<file path="config.mk">
export PLATFORM = sky130hd
export DESIGN_NAME = param_reg_file
export DESIGN_NICKNAME = d
export VERILOG_FILES = /design/src/rtl/param_reg_file.sv
export SDC_FILE = /design/constraint.sdc
export NUM_CORES = 1
export LEC_CHECK = 0
export BUFFER_PORTS_ARGS = -buffer_cell sky130_fd_sc_hd__buf_4
export CAP_MARGIN = 10
export CORE_MARGIN = 4
export CORE_UTILIZATION = 61
export DETAILED_ROUTE_END_ITERATION = 10
export PLACE_DENSITY = 0.86
export SLEW_MARGIN = 20
export SYNTH_ARGS = -nofsm -noshare
export SYNTH_HDL_FRONTEND = slang
export SYNTH_SLANG_ARGS = --single-unit
export TNS_END_PERCENT = 100
</file>
<file path="constraint.sdc">
create_clock -name clk -period 12.35 [get_ports clk]
set_clock_uncertainty 0.05 [all_clocks]
set_input_delay 0.6175 -clock clk [delete_from_list [all_inputs] [get_ports clk]]
set_output_delay 0.6175 -clock clk [all_outputs]
set_load 0.1 [all_outputs]
</file>
<file path="src/rtl/param_reg_file.sv">
// Parameterised two-read/one-write register file with registered write-select and written-since-reset flags.
// Optional macro PARAM_REG_FILE_BYPASS_EN forwards same-cycle write data to the read ports.
module param_reg_file #(
    parameter int DATA_W  = 16,
    parameter int ADDR_W  = 4,
    parameter int ZERO_R0 = 1
) (
    input  logic                   clk,
    input  logic                   rst,
    input  logic [ADDR_W-1:0]      SrcReg1,
    input  logic [ADDR_W-1:0]      SrcReg2,
    input  logic [ADDR_W-1:0]      DstReg,
    input  logic                   WriteReg,
    input  logic [DATA_W-1:0]      DstData,
    output logic [DATA_W-1:0]      SrcData1,
    output logic [DATA_W-1:0]      SrcData2,
    output logic [(2**ADDR_W)-1:0] Wordline,
    output logic [(2**ADDR_W)-1:0] Written
);

    localparam int DEPTH = 2**ADDR_W;

    logic [DATA_W-1:0] regs_q    [DEPTH];
    logic [DATA_W-1:0] regs_d    [DEPTH];
    logic [DEPTH-1:0]  wordline_q;
    logic [DEPTH-1:0]  wordline_d;
    logic [DEPTH-1:0]  written_q;
    logic [DEPTH-1:0]  written_d;
    logic              r0_write_s;

    function automatic logic [DEPTH-1:0] one_hot(input logic [ADDR_W-1:0] idx);
        logic [DEPTH-1:0] sel;
        sel      = '0;
        sel[idx] = 1'b1;
        return sel;
    endfunction

    // Effective write select: empty when disabled or when a hard-wired register 0 is targeted.
    always_comb begin
        r0_write_s = (ZERO_R0 != 0) && (DstReg == '0);
        if (WriteReg && !r0_write_s) begin
            wordline_d = one_hot(DstReg);
        end else begin
            wordline_d = '0;
        end
        written_d = written_q | wordline_d;
    end

    // Next contents: only the selected register takes the write data.
    always_comb begin
        for (int i = 0; i < DEPTH; i++) begin
            if (wordline_d[i]) begin
                regs_d[i] = DstData;
            end else begin
                regs_d[i] = regs_q[i];
            end
        end
    end

    // State registers with asynchronous clear.
    always_ff @(posedge clk or posedge rst) begin
        if (rst) begin
            for (int i = 0; i < DEPTH; i++) begin
                regs_q[i] <= '0;
            end
            wordline_q <= '0;
            written_q  <= '0;
        end else begin
            for (int i = 0; i < DEPTH; i++) begin
                regs_q[i] <= regs_d[i];
            end
            wordline_q <= wordline_d;
            written_q  <= written_d;
        end
    end

    // Combinational read ports; register 0 is forced to zero when hard-wired.
    always_comb begin
        if ((ZERO_R0 != 0) && (SrcReg1 == '0)) begin
            SrcData1 = '0;
        end else begin
            SrcData1 = regs_q[SrcReg1];
        end
        if ((ZERO_R0 != 0) && (SrcReg2 == '0)) begin
            SrcData2 = '0;
        end else begin
            SrcData2 = regs_q[SrcReg2];
        end
`ifdef PARAM_REG_FILE_BYPASS_EN
        // wordline_d is already empty for suppressed writes, so only the reset gate is needed here.
        if (!rst && (wordline_d != '0) && (SrcReg1 == DstReg)) begin
            SrcData1 = DstData;
        end else begin
            SrcData1 = SrcData1;
        end
        if (!rst && (wordline_d != '0) && (SrcReg2 == DstReg)) begin
            SrcData2 = DstData;
        end else begin
            SrcData2 = SrcData2;
        end
`endif
    end

    assign Wordline = wordline_q;
    assign Written  = written_q;

endmodule

</file>
==> flow_summary.yaml <==
cts:
  cts_buffers: 30
  cts.clk_slew.worst_paths_ns: 0.06
  htree_levels: 1
  tritoncts: "built"
  cts.path.max_buffers: 3
  clk_latency_ns: 0.54
  hold_buffers: 0
  numClockSinks: 274
  postCtsSetupBuffers: 0
  cts.repair.resized: 0
  root_buffer: "clkbuf_16"
floorplanning:
  dieArea_um2: 25700
  rows: 55
  fp.coreArea_um2: 22700
  initial_utilization_pct: 62.3
  die_h_um: 160
  die_x_um: 160
  io_pins: 95
critical_path:
  r2r_setup_slack_ns: 11.46
  cpMaxStageDelayCell: "nor2b_1"
  cp.required_ns: 11.68
  path_max_fanout: 29
  cp.depth: 6
  critical-path-top-delay-family: "buffers and inverters"
  r2r-start: "regs_q[135]$_DFFE_PP0P_"
  crit_top_cell: "buf_4"
  cp_cell_sequence: "buf_4 > nor2b_1 > buf_4 > a221oi_1 > o31ai_1 > buf_4"
  start_kind: "primary input"
  crit_arrival_ns: 3.04
  critPathKind: "primary input to output pin"
  r2r_cells: 1
  critPathCaptureType: "output pin"
  cp_slowest_stage_delay_ns: 0.78
  r2r_end: "regs_q[135]$_DFFE_PP0P_"
  critical_path_buf_inv_count: 3
logic_synthesis:
  synth_edf_count: 0
  syn_inst: 950
  yosys-top-cells-count: "274 x dfrtp_1, 252 x mux2_2, 96 x mux4_2"
  synth_top_family_by_area: "multiplexers"
  synth_mux_area_share_pct: 39.7
  synthSimpleGateAreaFrac_pct: 4.50
  synth.top_cell.area_share_pct: 48.5
  synth.avg_cell_area_um2: 14.9
  synth_xor_area_share_pct: 0
  synth_ff_type: "dfrtp_1"
  syn_nets: 981
  ys_seq_area_share_pct: 48.5
  synthAdderAreaFrac_pct: 0
  ys_warn_count: 0
  synth_top_area_cell: "dfrtp_1"
  syn-cell-area_um2: 14100
  yosysMostFrequentCell: "dfrtp_1"
  async_flop_share_pct: 100
  synth-seq-cells: 274
  yosysUniqueCellTypes: 36
  synth_area_leaders: "dfrtp_1 48%, mux2_2 20%, mux4_2 15%"
  synth_compound_area_share_pct: 3.96
detailed_routing:
  firstDrtPassIters: 5
  wirelength_um: 34500
  drtAntennaViolNets: 0
  vias: 8878
  drtIter0Drc: 631
  drc: 0
  vias_per_cell: 6.77
  wl_per_cell_um: 26.3
global_route:
  grt_pass1_wl_um: 55100
  grtUsageTotal_pct: 27.1
  overflow: 0
  grt_max_degree: 190
  antenna_found_initial: 1
  grt_pass1_vias: 9644
worst_hold_path:
  hold_class: "primary input to asynchronous set/reset pin"
layout:
  fin_cells: 1312
  area_growth_pct: 12.4
  fin_nets: 1035
  n_antenna_cell: 0
  drive_gt1_share_pct: 52.9
  fin_area_um2: 15900
pwr:
  p_per_area_nw_per_um2: 184
  leakagePower_nw: 6.83
  power_w: 0.00293
  ir_drop_v: 0.000156
run:
  drv_cap: 0
placement:
  pre_cts_ws_ns: 8.75
  dp_cells: 1256
  hpwl_um: 19700
  port_buffers: 94
  gp_congestion: 0.783
  postPlaceCellArea_um2: 14900
sta:
  final.min_clock_period_ns: 3.71
  tightest_slew_ns: 0.997
  finalMaxSlewViolations: 0
  rsz0062_at_grt: "no"
  fin_setup_tns_ns: 0
  fmaxAchievable_ghz: 0.270
  setup_ws_ns: 8.64
  relSlewSlack_pct: 33.2
  finalHoldViolations: 0
  final-setup-viol-count: 0
  finalCritPeriodShare_pct: 30.0
status:
  status: "completed"
==> power by group <==
part	internal, W	leakage, nW	switching [W]
registers	0.00109	3.36	0.000150
logic	0.000385	3.00	0.000454
clock network	0.000490	0.467	0.000354
==> per-layer routing <==
| layer | global-route usage, % | up-vias | wire length [um] |
|---|---|---|---|
| met3 | 4.39 | 93 | 2380 |
| met5 | 0 | - | 20 |
| met1 | 37.2 | 4683 | 13900 |
| li1 | - | 3710 | - |
| met2 | 44.7 | 390 | 17100 |
| met4 | 9.11 | 2 | 1080 |
==> metrics by stage <==
step                      hold slack (ns)  util, %
after detailed placement            0.313     65.7
final                               0.106     70.0
after floorplan                     0.375        -
after global placement              0.311     65.7
after global routing                0.160     70.0
after CTS                           0.124     69.8
==> worst max path at each step <==
stage | startpoint | end | slack, ns
6_report | SrcReg1[1] | SrcData1[14] | 8.64
4_1_cts | SrcReg1[0] | SrcData1[14] | 8.65
2_1_floorplan | rst | Wordline[0]$_DFF_PP0_ | 4.13
3_3_place_gp | SrcReg2[0] | SrcData2[0] | 8.75
5_1_grt | SrcReg1[0] | SrcData1[14] | 8.51
3_5_place_dp | SrcReg2[1] | SrcData2[15] | 8.75
==> final cells by class <==
type | instances | area (um^2)
clock inverter | 8 | 55.1
inverter | 6 | 30.0
multi-input combinational | 578 | 6820
sequential | 274 | 6860
clock buffer | 47 | 885
timing repair buffer | 114 | 888
tap | 285 | 357
fill | 1508 | 6820
==> layout by cell type (no fill, tap or decap), types with 2 or more instances in the layout <==
| cell type | n |
|---|---|
| or2_2 | 10 |
| a21oi_1 | 2 |
| clkbuf_8 | 7 |
| o21bai_1 | 2 |
| or3_1 | 3 |
| o31ai_1 | 28 |
| buf_4 | 112 |
| mux2_4 | 8 |
| o21ai_0 | 2 |
| and3b_1 | 2 |
| nand2b_1 | 10 |
| nand2_1 | 35 |
| clkbuf_1 | 10 |
| and3_1 | 2 |
| nor2_2 | 6 |
| clkinv_2 | 6 |
| a21o_1 | 2 |
| mux2_1 | 42 |
| clkbuf_16 | 30 |
| o221a_2 | 2 |
| mux2i_1 | 2 |
| mux2_2 | 252 |
| mux4_2 | 96 |
| a221oi_1 | 28 |
| a31oi_1 | 2 |
| dfrtp_1 | 274 |
| nor3_4 | 4 |
| inv_1 | 5 |
| nor2b_1 | 29 |
| a221o_1 | 2 |
==> sequential cells by signal, indices dropped and copies added, names as in the netlist <==
signal,flops
regs_q,242
Written,16
Wordline,16
==> kinds of logic after synthesis <==
logic type | after synthesis
mux | 400
flops | 274
simple gates | 107
buf+inv | 98
compound gates | 70
other cells | 1
(Power assumes the default switching activity.)
